`src/rtl/dance_pkg.sv`:
```
// Shared definitions for the dance sequencer: FSM state codes, program entry
// layout and the default eight-step choreography.
package dance_pkg;

    typedef enum logic [1:0] {
        ST_IDLE  = 2'b00,
        ST_PLAY  = 2'b01,
        ST_PAUSE = 2'b10
    } dance_state_t;

    localparam int SPEED_W   = 2;
    localparam int DIR_W     = 1;
    localparam int BEATS_W   = 4;
    localparam int ENTRY_W   = SPEED_W + DIR_W + BEATS_W;
    localparam int DEFAULT_LEN = 8;

    typedef struct packed {
        logic [SPEED_W-1:0] speed;
        logic               direction;
        logic [BEATS_W-1:0] beats;
    } prog_entry_t;

    // Dwell on each step is beats+1 step pulses.
    localparam prog_entry_t DEFAULT_PROG [DEFAULT_LEN] = '{
        '{speed: 2'b00, direction: 1'b0, beats: 4'd3},
        '{speed: 2'b01, direction: 1'b0, beats: 4'd3},
        '{speed: 2'b10, direction: 1'b1, beats: 4'd3},
        '{speed: 2'b11, direction: 1'b1, beats: 4'd7},
        '{speed: 2'b11, direction: 1'b0, beats: 4'd7},
        '{speed: 2'b10, direction: 1'b0, beats: 4'd3},
        '{speed: 2'b01, direction: 1'b1, beats: 4'd3},
        '{speed: 2'b00, direction: 1'b1, beats: 4'd1}
    };

    // Programs longer than the table repeat it.
    function automatic prog_entry_t prog_lookup(input logic [3:0] idx);
        return DEFAULT_PROG[idx[2:0]];
    endfunction

endpackage

```
`src/rtl/btn_debounce.sv`:
```
// Raw pushbutton conditioning: 2-flop synchroniser, stability debouncer and a
// registered one-cycle press pulse on each accepted rising level.
module btn_debounce #(
    parameter int DEBOUNCE_CYCLES = 1_000_000
) (
    input  logic clk,
    input  logic rst,
    input  logic btn,
    output logic press
);

    localparam int CW = (DEBOUNCE_CYCLES > 1) ? $clog2(DEBOUNCE_CYCLES) : 1;
    localparam logic [CW-1:0] CNT_LAST = CW'(DEBOUNCE_CYCLES - 1);

    logic          sync_1;
    logic          sync_2;
    logic          level;
    logic [CW-1:0] cnt;

    // level comes out of reset as "pressed" so a button held through reset
    // must first be seen released before a new press can be reported.
    always_ff @(posedge clk or posedge rst) begin
        if (rst) begin
            sync_1 <= 1'b0;
            sync_2 <= 1'b0;
            level  <= 1'b1;
            cnt    <= '0;
            press  <= 1'b0;
        end else begin
            sync_1 <= btn;
            sync_2 <= sync_1;
            press  <= 1'b0;
            if (sync_2 == level) begin
                cnt <= '0;
            end else if (cnt == CNT_LAST) begin
                level <= sync_2;
                cnt   <= '0;
                press <= sync_2;
            end else begin
                cnt <= cnt + CW'(1);
            end
        end
    end

endmodule

```
`src/rtl/dance_sequencer.sv`:
```
// Play/pause/next sequencer stepping through a ROM choreography of LED speed
// and direction, advancing on beat expiry (auto mode) or on next presses.
module dance_sequencer
    import dance_pkg::*;
#(
    parameter int DEBOUNCE_CYCLES = 1_000_000,
    parameter int PROG_LEN        = 8
) (
    input  logic                        clk,
    input  logic                        rst,
    input  logic                        btn_play,
    input  logic                        btn_next,
    input  logic                        auto_mode,
    input  logic                        step_pulse,
    output logic [1:0]                  speed,
    output logic                        direction,
    output logic                        run_en,
    output logic [$clog2(PROG_LEN)-1:0] step_idx,
    output logic [1:0]                  state
);

    localparam int SW = $clog2(PROG_LEN);
    localparam logic [SW-1:0] LAST_STEP = SW'(PROG_LEN - 1);

    logic         play_press;
    logic         next_press;
    dance_state_t state_q;
    dance_state_t state_d;
    logic [SW-1:0] step_d;
    logic [SW-1:0] step_inc;
    logic [BEATS_W-1:0] beat_q;
    logic [BEATS_W-1:0] beat_d;
    prog_entry_t  cur;

    btn_debounce #(.DEBOUNCE_CYCLES(DEBOUNCE_CYCLES)) u_play_btn (
        .clk   (clk),
        .rst   (rst),
        .btn   (btn_play),
        .press (play_press)
    );

    btn_debounce #(.DEBOUNCE_CYCLES(DEBOUNCE_CYCLES)) u_next_btn (
        .clk   (clk),
        .rst   (rst),
        .btn   (btn_next),
        .press (next_press)
    );

    assign cur      = prog_lookup(4'(step_idx));
    assign step_inc = (step_idx == LAST_STEP) ? '0 : step_idx + SW'(1);
    assign state    = state_q;

    always_comb begin
        state_d = state_q;
        if (play_press) begin
            case (state_q)
                ST_IDLE:  state_d = ST_PLAY;
                ST_PLAY:  state_d = ST_PAUSE;
                ST_PAUSE: state_d = ST_PLAY;
                default:  state_d = ST_IDLE;
            endcase
        end
    end

    // A next press already advances by one, so a coincident beat expiry is
    // absorbed rather than adding a second step.
    always_comb begin
        step_d = step_idx;
        beat_d = beat_q;
        if (next_press) begin
            step_d = step_inc;
            beat_d = '0;
        end else if (state_q == ST_PLAY && step_pulse) begin
            if (!auto_mode) begin
                beat_d = '0;
            end else if (beat_q == cur.beats) begin
                step_d = step_inc;
                beat_d = '0;
            end else begin
                beat_d = beat_q + BEATS_W'(1);
            end
        end
    end

    always_ff @(posedge clk or posedge rst) begin
        if (rst) begin
            state_q   <= ST_IDLE;
            run_en    <= 1'b0;
            step_idx  <= '0;
            beat_q    <= '0;
            speed     <= 2'b00;
            direction <= 1'b0;
        end else begin
            state_q   <= state_d;
            run_en    <= (state_d == ST_PLAY);
            step_idx  <= step_d;
            beat_q    <= beat_d;
            speed     <= cur.speed;
            direction <= cur.direction;
        end
    end

endmodule

```
`config.mk`:
```
export PLATFORM = sky130hd
export DESIGN_NAME = dance_sequencer
export DESIGN_NICKNAME = d
export VERILOG_FILES = /design/src/rtl/dance_pkg.sv /design/src/rtl/btn_debounce.sv /design/src/rtl/dance_sequencer.sv
export SDC_FILE = /design/constraint.sdc
export NUM_CORES = 1
export LEC_CHECK = 0
export CAP_MARGIN = 40
export CELL_PAD_IN_SITES_DETAIL_PLACEMENT = 0
export CELL_PAD_IN_SITES_GLOBAL_PLACEMENT = 1
export CORE_ASPECT_RATIO = 0.5
export CORE_UTILIZATION = 43
export DETAILED_ROUTE_END_ITERATION = 12
export PLACE_DENSITY_LB_ADDON = 0.15
export SLEW_MARGIN = 20
export SYNTH_ARGS = -nofsm -noshare
export SYNTH_HDL_FRONTEND = slang
export SYNTH_SLANG_ARGS = --single-unit
```
`constraint.sdc`:
```
create_clock -name clk -period 1.8 [get_ports clk]
set_input_delay 0.36 -clock clk [delete_from_list [all_inputs] [get_ports clk]]
set_output_delay 0.36 -clock clk [all_outputs]
set_load 0.02 [all_outputs]
```
; Word level (Yosys, flattened, before mapping)
; Memory sizes are Yosys's and may differ from the RTL's.
; Cells that the tools add are included.
[op_classes]
addsub = 4
magnitude_cmp = 1
n_eq_ne = 9
n_mux = 21
n_bitwise = 3
reduce_logical = 9
[ops]
columns = op, count
row1 = 20-bit 2-to-1 mux, 4
row2 = 20-bit by 1-bit adder with 20-bit output (second input constant), 2
row3 = 20-bit == test (second input constant), 2
row4 = 4-bit 2-to-1 mux, 4
row5 = 3-bit 2-to-1 mux, 5
row6 = 7-bit 2-to-1 mux, 2
row7 = 2-bit nonzero test, 3
row8 = 4-bit by 1-bit adder with 4-bit output (second input constant), 1
row9 = 2-bit by 1-bit == test with 1-bit output (second input constant), 2
row10 = 4-bit == test, 1
row11 = 4-bit greater-or-equal comparator (second input constant), 1
row12 = 1-bit 2-to-1 mux, 4
row13 = 3-bit NOT with 4-bit output, 1
row14 = 2-bit case mux with 2 select lines, 1
row15 = 2-bit AND reduction, 2
row16 = 3-bit by 1-bit adder with 3-bit output (second input constant), 1
row17 = 3-bit == test (second input constant), 1
row18 = 3-bit AND reduction, 1
row19 = 1-bit == test, 2
row20 = 2-bit == test (second input constant), 1
row21 = 2-bit zero test, 1
row22 = 2-bit 2-to-1 mux, 1
row23 = 1-bit NOT, 2
row24 = 2-bit OR reduction, 1
row25 = 1-bit logical AND, 1
[totals]
ff_bits = 61
rom_bits = 56
in_bits = 6
out_inout_bits = 9
memories = 1
[mem_list]
columns = name, depth, width, read_ports, rd_clocked_by_memory_dff, wr, line
row1 = (no name shown), 8, 7, 1, 0, 0, dance_pkg.sv:37  ; return DEFAULT_PROG[idx[2:0]];

; Longest topological paths before layout
[depth]
depth_word = 9
ltp_mapped = 6
ltp_nobuf = 6

; Cells and area by module
; A second synthesis with hierarchy kept.
[unflattened]
cells_unflattened = 274
area_unflattened_um2 = 3015.4
[modules_own_cells]
columns = mod, n_inst, cells_each, area_each_um2, seq_area_each_um2
row1 = btn_debounce at u_play_btn, 1, 108, 1189.9, 601.8
row2 = btn_debounce at u_next_btn, 1, 110, 1147.4, 601.8
row3 = dance_sequencer, 1, 56, 678.2, 325.3

; Worst setup path before layout
; No wires, ideal clock.
[synth_timing]
path_type = reg-to-reg
startpoint = register step_idx[0]
endpoint = register step_idx[2]
setup_time_ps = 128
arrival_ps = 1871
required_time_ps = 1672
setup_slack_ps = -199
stages_incl_launch_ff = 7
path_buffers = 0
period_less_slack_ps = 1999
cell_sequence = dfrtp_1 ha_1 ha_1 xor2_1 nand3b_1 o41a_1 mux2_1
[synth_between]
elab_chain_cells = 7
[synth_lines]
columns = element, line
row1 = from (decl), dance_sequencer.sv:18  ; output logic [$clog2(PROG_LEN)-1:0] step_idx,
row2 = from (signal assigned), dance_sequencer.sv:96  ; step_idx <= step_d;
row3 = 3-bit NOT with 4-bit output (implied by the code), dance_pkg.sv:37
row4 = memory 8 x 7 bit, --
row5 = 7-bit 2-to-1 mux (implied by the code) (2 in series), dance_pkg.sv:37
row6 = 4-bit == test, dance_sequencer.sv:76  ; end else if (beat_q == cur.beats) begin
row7 = 2-bit nonzero test (no line), --
row8 = 3-bit AND reduction (no line), --
; Parallel ways exist; a longest one is shown, timed or not. The select of a mux whose other input is x is not followed.
; A chain may end at the register's enable or synchronous reset.

; Final worst setup path
[layout_timing]
startpoint = register step_idx[0]
endpoint = register step_idx[0]
; Same word-level chain as after synthesis.

==> impl_metrics.csv <==
group,metric,value,unit
synthesis,synthMuxAreaShare,2.94,%
timing,rsz0062_at_grt,"yes",
synthesis,synth_enable_flop_cells,0,
cts,root_buffer,"clkbuf_16",
finish,final_core_util,58.8,%
global_route,antenna_found_initial,0,
setup_path,cp-end-kind,"register",
setup_path,worst_ep_required_time,2000,ps
pwr,power_density,835,mW/mm²
synthesis,async_reset_ff_share,100,%
finish,n_fill_cell,527,
global_route,grt_use_total,18.7,%
placement,portBuffers,14,
route,antenna_left,0,
finish,final_nets,336,
synthesis,ys_ff_latch,61,
timing,period_share,105,%
pwr,comb_power_share,3.9,%
placement,dpl_worst_slack,-132,ps
finish,final_cell_mix,"57 x dfrtp_1, 32 x nor2_1, 27 x xor2_1, 24 x buf_4, 16 x nand3_1",
pwr,p_total,3.11,mW
synthesis,synth-xor-area-share,9.53,%
flow_run,maxCapViolCount,0,
die,num_io_pins,15,
pwr,power_frac_seq,45.0,%
synthesis,synth_fa_ha_area_share,2.55,%
timing,slew_viol_final,0,
synthesis,synth-main-ff-cell,"dfrtp_1",
cts,insertion_delay,330,ps
synthesis,syn_area_per_cell,10.4,µm²
route,num_vias,2223,
cts,cts_max_level,3,
pwr,swShare,21.5,%
pwr,p_sw,667,µW
synthesis,synth_area,0.00294,mm²
setup_path,arrival,2090,ps
timing,skew,6.21,ps
run_status,status,"finished, violations left",
finish,area_growth,26.5,%
timing,finalSetupViolations,3,
global_route,grt_max_degree,27,
route,drc,0,
placement,dp_hpwl,3.97,mm
route,drt-wirelength-per-cell,13.9,µm
timing,timing.final.ws_setup,-93.4,ps
route,first_pass_iters,4,
route,drt-vias-per-instance,5.33,
placement,gp_congestion,0.777,
die,start_util,46.4,%
finish,drive_above_1_share,18.5,%
run_status,violations,"setup timing",
route,drtIter0Drc,129,
synthesis,ys_seq_area_share,52.0,%
die,die_x,119,µm
synthesis,syn_nets,295,
synthesis,yosys.area_share.simple,22.6,%
pwr,p_int,2.44,mW
cts,cts.clk_slew.worst_paths,50,ps
global_route,grt_pass1_vias,2301,
setup_path,setup.worst_path.class,"register to register",
cts,holdBufCountCts,0,
pwr,ir_drop,0.484,mV
finish,final_common_cell,"dfrtp_1",
synthesis,synth_top_family_by_area,"simple AND/OR/NAND/NOR gates",
timing,setup-tns-final,-247,ps
timing,slew_headroom,76.5,%
die,dieArea,0.00719,mm²
route,drt-total-wl,5.79,mm
timing,clock.fmax,528,MHz
timing,worstMarginPinSlew,351,ps
synthesis,ys_types,38,
global_route,gr-total-overflow,0,
cts,numCtsBuffers,9,
die,core,0.00633,mm²
cts,clock-sinks,61,
synthesis,synth_compound_area_share,6.77,%
cts,cts.path.max_buffers,2,
die,die_h,60.5,µm
finish,antenna_cells,0,
die,core.rowCount,20,
cts,cts_tree,"built",
setup_path,worstPathMaxFanout,3,
hold_path,hp-class,"register to register",
timing,period_needed,1890,ps
synthesis,ys_warn_count,0,
timing,hold_violations,0,
synthesis,synth_cells,283,
global_route,grt_first_pass_wirelength,10.3,mm
setup_path,startpoint_type,"register",
pwr,total_leakage_power,1.65,nW
pwr,clockPowerShare,51.0,%
[synthesized netlist by cell type, types with 4 or more instances]
cell type   n  area, µm²
a21oi_1    14       70.1
o31ai_1     7       52.6
xor2_1     28        245
or4_1       6       45.0
nor4_1      5       31.3
xnor2_1     4       35.0
and2_1      5       31.3
buf_2       5       25.0
nand4_1    10       62.6
nand3_1    17       85.1
and4_1      5       43.8
and3_1      6       37.5
nor2_1     32        120
inv_1      11       41.3
or3_1       5       31.3
nand2_1    16       60.1
o21ai_0     6       30.0
ha_1        6       75.1
dfrtp_1    59       1480
buf_4       4       30.0
[area by class of cell]
type                    instances  area (µm²)  share of cell area [%]
flip-flops and latches         61        1530                    41.2
multi-input cells             199        1370                    36.7
repair buffers                 42         388                    10.4
clock buffers                  12         256                    6.90
well taps                      88         110                    2.96
inverters                      11        45.0                    1.21
clock inverters                 4        22.5                   0.605
[logic make-up after synthesis]
family	Yosys count
buf+inv	23
xor+xnor	32
fa+ha+maj	6
flops	61
compound gates	32
mux	8
simple gates	121
[metrics by stage]
step                area [µm²]  hold WS [ps]  cells
floorplan                 2970           331    283
global placement          3400           332    399
detailed placement        3400           339    399
CTS                       3670           347    415
global route              3720           353    417
finish                    3720           346    417
[state kept, by name, summed over array words and instances, names as in the netlist, 2 cells and up]
signal and flops:
state 2, beat_q 4, u_next_btn.cnt 20, speed 2, u_play_btn.cnt 20, step_idx 3
[critical path, stage by stage (launching register included)]
cell	delay, ps
dfrtp_2	430
ha_4	180
ha_4	160
xor2_2	150
nand3b_1	120
o41a_1	390
mux2_1	340
[what timing repair did]
action,in CTS,in global routing
endpoints found under the setup margin,6,26
gates resized for setup,3,10
gates cloned,0,1
setup buffers,0,1
pin swaps,0,1
[power groups by stage]
stage	Sequential (mW)	Clock (mW)	Combinational, mW
finish	1.40	1.59	0.122
global route	1.40	1.68	0.139
CTS	1.40	1.62	0.122
detailed placement	1.42	0	0.121
global placement	1.42	0	0.118
floorplan	1.42	0	0.0600
[routing by layer]
metal  wire [µm]  track usage, %  vias up
li1            -               -     1080
met5           0               0        -
met1        2740            22.5     1099
met2        2720            32.0       33
met4          85            7.41        0
met3         244            6.48       11
[path summary, 6_finish.rpt]
check	cells after the start	slack (ps)	to	startpoint
max reg2reg	6	-90	step_idx[0]	step_idx[0]
min in group asynchronous	2	360	u_play_btn.cnt[1]	rst
max in group asynchronous	3	940	u_play_btn.level	rst
min reg2reg	0	350	u_play_btn.sync_2	u_play_btn.sync_1
max	6	-90	step_idx[0]	step_idx[0]
min	0	350	u_play_btn.sync_2	u_play_btn.sync_1
Note: power is estimated with default switching activity, not from simulation.
==> RTL change 1: new RTL, same settings <==
Register the output `state` once more, with the module's reset; this adds one clock of latency there. The other outputs are not delayed to match.
--- a/src/rtl/dance_sequencer.sv
+++ b/src/rtl/dance_sequencer.sv
@@ -48,7 +48,13 @@
 
     assign cur      = prog_lookup(4'(step_idx));
     assign step_inc = (step_idx == LAST_STEP) ? '0 : step_idx + SW'(1);
-    assign state    = state_q;
+    always_ff @(posedge clk or posedge rst) begin
+        if (rst) begin
+            state <= '0;
+        end else begin
+            state <= state_q;
+        end
+    end
 
     always_comb begin
         state_d = state_q;
Behaviour: no difference found for any inputs over 10 cycles, from zero or initial values and one cycle with rst high; that may be too few to reach the edited logic, so the function may still have changed.
==> RTL change 1 against the unedited design <==
The run still ends with negative setup slack left. Global-route usage barely moved. Sequential cell count rose by 2. Worst setup slack improved by 0.043 ns. First-iteration DRC count fell by 12%. Clock skew fell by 0.00095 ns. Largest power group unchanged. Die area rose by 2.5%. Wire length rose by 4.7%. Total power rose by 1.2%. Cell area rose by 4.1%. Synthesized area rose by 2.6%.
==> RTL change 1: results (changes against the unedited design) <==
Power and ir drop
  • Sw frac: 20.9% (-0.59 points)
  • Worst vdd ir: 0.432 mV (-11%)

Finish
  • Fin cells: 443 (+6.2%)
  • Nets: 359 (+6.8%)
  • Number of fill cells: 592 (+12%)
  • Share of cells above drive strength 1: 21.9% (+3.4 points)

Placement
  • Post-Place Setup Slack: -0.0733 ns (+0.0591 ns)
  • Post-DP Area: 3530 um2 (+3.9%)
  • GP Congestion: 0.788 (+1.5%)
  • Hpwl dp: 4070 um (+2.4%)

Global routing
  • Vias in the first global route: 2313 (+0.52%)
  • Pin count of the biggest net entering global routing: 22 (-19%)
  • Global Route Usage Sum: 18.7% (-0.045 points)
  • M1 GR Usage: 21.6% (-0.90 points)

Synth
  • Syn nets: 304 (+3.1%)
  • Cell count after synthesis: 292 (+3.2%)
  • Top cells by instance count after synthesis: dfrtp_1, nor2_1, nand2_1
  • Seq/Total Area, Yosys: 52.3% (+0.34 points)

Status
  • Failing checks: negative setup slack
  • Outcome: complete, but fails checks

Detailed routing
  • Vias per inst: 5.29 (-0.83%)
  • DRT iter0 DRCs: 113 (-12%)

STA
  • Final setup viols: 3 (unchanged)
  • Final worst setup slack: -0.0501 ns (+0.0432 ns)
  • Setup Skew: 0.00525 ns (-0.000952 ns)

Worst setup path
  • Worst-path fanout max: 4 (+1)
  • Worst EP arrival: 2.06 ns (-0.03 ns)
## RTL change 1: cell types whose count changed in the layout (fill, tap and decap cells not counted), moves of 3 or more
cell     delta
nand2_1     +3
mux2_2      +3
o21ai_0     +4
xnor2_1     +5
xor2_1      -8
a21oi_1     +3
nand4_1     -4
buf_4      +12
## RTL change 1: critical path, cell delays in order, from the launching register on
cell,delay [ns]
dfrtp_2,0.43
ha_4,0.18
ha_2,0.18
xor2_1,0.14
nand3b_1,0.11
o41a_1,0.39
mux2_2,0.30
## RTL change 1: worst max-delay path by stage
stage / end / cells after the start
floorplan: step_idx[0] / 6
global placement: step_idx[0] / 4
detailed placement: step_idx[0] / 4
CTS: step_idx[0] / 6
global route: step_idx[2] / 6
finish: step_idx[0] / 6
## RTL change 1: cells by family (layout without fill, tap and decap cells)
| kind of cell | Yosys count | in the layout | share of synthesized area (%) |
|---|---|---|---|
| buffers and inverters | 20 | 79 | 3.07 |
| AND/OR/NAND/NOR | 127 | 127 | 23.4 |
| flip-flops | 63 | 63 | 52.3 |
| AO/OA/AOI/OAI | 40 | 40 | 7.76 |
| adder cells (fa/ha/maj) | 6 | 6 | 2.49 |
| multiplexers | 8 | 8 | 2.86 |
| XOR/XNOR | 28 | 28 | 8.13 |
## RTL change 1: metrics by stage
step           hold WS [ns]  power, mW
6_report              0.354       3.14
3_5_place_dp          0.345       1.59
2_1_floorplan         0.331       1.53
3_3_place_gp          0.340       1.59
4_1_cts               0.357       3.18
5_1_grt               0.364       3.26
## RTL change 1: layer usage
layer	part of all wire, %	routed length [um]	vias up
li1	-	-	1149
met1	46	2800	1154
met2	49	2990	33
met3	3.6	218	6
met4	0.97	59	0
met5	0	0	-
## RTL change 1: power by group through the flow
stage / Clock [mW] / Combinational (mW) / Sequential, mW
after floorplan: 0 / 0.0565 / 1.47
after global placement: 0 / 0.120 / 1.47
after detailed placement: 0 / 0.122 / 1.47
after CTS: 1.61 / 0.123 / 1.44
after global routing: 1.68 / 0.137 / 1.45
final: 1.58 / 0.121 / 1.44
## RTL change 1: cell type report
cell class	count	area [um2]	share of cell area, %
Clock buffer	14	264	6.82
Clock inverter	1	5.00	0.129
Inverter	11	45.0	1.16
Multi-Input combinational cell	209	1390	36.0
Sequential cell	63	1580	40.9
Tap cell	92	115	2.97
Timing Repair Buffer	53	467	12.0
## RTL change 1: what timing repair did
item                       4_1_cts  5_1_grt
hold endpoints to repair         0        0
setup endpoints to repair        6       34
pin swaps                        0        1
setup buffers                    3        4
hold buffers                     0        0
resized for setup                3        9
==> RTL change 2: new RTL, config.mk and constraints unchanged <==
Made on the original files. Change the parameter `PROG_LEN` from 8 to 32.
--- a/src/rtl/dance_sequencer.sv
+++ b/src/rtl/dance_sequencer.sv
@@ -4,7 +4,7 @@
     import dance_pkg::*;
 #(
     parameter int DEBOUNCE_CYCLES = 1_000_000,
-    parameter int PROG_LEN        = 8
+    parameter int PROG_LEN        = 32
 ) (
     input  logic                        clk,
     input  logic                        rst,
Ports: changed (resized step_idx); port bits go from 15 to 17. No check against the original RTL was run, so the function may have changed too.
==> RTL change 2 against the unedited design <==
The run still ends with negative setup slack left. Cell area is the same. Global-route usage shrank 1.3 points. Total power rose by 7.3%. Via count fell by 8.6%. Sequential share of layout area increased by 1.3 points. Non-clock buffer count is 11 lower. Worst hold slack improved by 0.012 ns. Die area is 0.63% higher. Wire length decreased by 6.5%. Synthesized area is 0.64% higher. Sequential cell count up 2. Worst setup slack better by 0.065 ns. Cell count decreased by 2.9%. Critical path type unchanged.
==> RTL change 2: results (changes against the unedited design) <==
Worst setup path
  • Worst EP arrival: 2.04 ns (-0.05 ns)
  • CP peak stage delay: 0.40 ns (-0.03 ns)
  • Worst path top cell family by delay: multiplexers

STA
  • Final setup viols: 2 (-1)
  • Setup Skew: 0.00491 ns (-0.00129 ns)
  • Final worst setup slack: -0.0286 ns (+0.0648 ns)

Status
  • Failing checks: negative setup slack
  • Outcome: complete, but fails checks

Global routing
  • M1 GR Usage: 21.7% (-0.82 points)
  • M3 GR Usage: 7.61% (+1.1 points)
  • Global Route Usage Sum: 17.4% (-1.3 points)
  • GR Layer Usage met2: 27.6% (-4.4 points)

Finish
  • Fin cells: 405 (-2.9%)
  • FF+latch count: 63 (+3.3%)
  • Nonclk buf count: 31 (-26%)
  • Share of cells above drive strength 1: 17.0% (-1.5 points)

Worst hold path
  • WHS Endpoint: u_next_btn.sync_2
  • Hold Startpoint: u_next_btn.sync_1

Synth
  • Top cells by instance count after synthesis: dfrtp_1, nor2_1, xor2_1
  • Syn nets: 287 (-2.7%)
  • Compound-gate portion of the synthesized area: 3.17% (-3.6 points)
  • Seq/Total Area, Yosys: 53.4% (+1.4 points)

Power and ir drop
  • Worst vdd ir: 0.548 mV (+13%)
  • Clock network power share: 53.5% (+2.5 points)
  • Psw: 0.654 mW (-2.0%)

Detailed routing
  • Metal2 WL: 2480 um (-8.7%)
  • DRT iter0 DRCs: 67 (-48%)

Placement
  • GP Congestion: 0.752 (-3.2%)
  • Hpwl dp: 3790 um (-4.7%)
  • Post-Place Setup Slack: -0.0430 ns (+0.0894 ns)
-- RTL change 2: worst max path at each step --
stage                 from          end  slack (ns)
2_1_floorplan  step_idx[0]  step_idx[4]       -0.02
3_3_place_gp   step_idx[0]  step_idx[4]       0.008
3_5_place_dp   step_idx[0]  step_idx[4]       -0.04
4_1_cts        step_idx[0]  step_idx[4]       -0.04
5_1_grt        step_idx[0]  step_idx[1]       -0.12
6_report       step_idx[0]  step_idx[1]       -0.03
-- RTL change 2: worst reg2reg max path, cell delays in order (launching register included) --
cell and delay, ns:
dfrtp_2 0.40, inv_1 0.05, ha_1 0.18, mux2i_1 0.16, xor2_1 0.14, a41oi_4 0.39
mux2_2 0.38
-- RTL change 2: what timing repair did --
item | CTS | global route
pin swaps | 5 | 1
resized for setup | 4 | 4
setup endpoints to repair | 7 | 7
setup buffers | 1 | 1
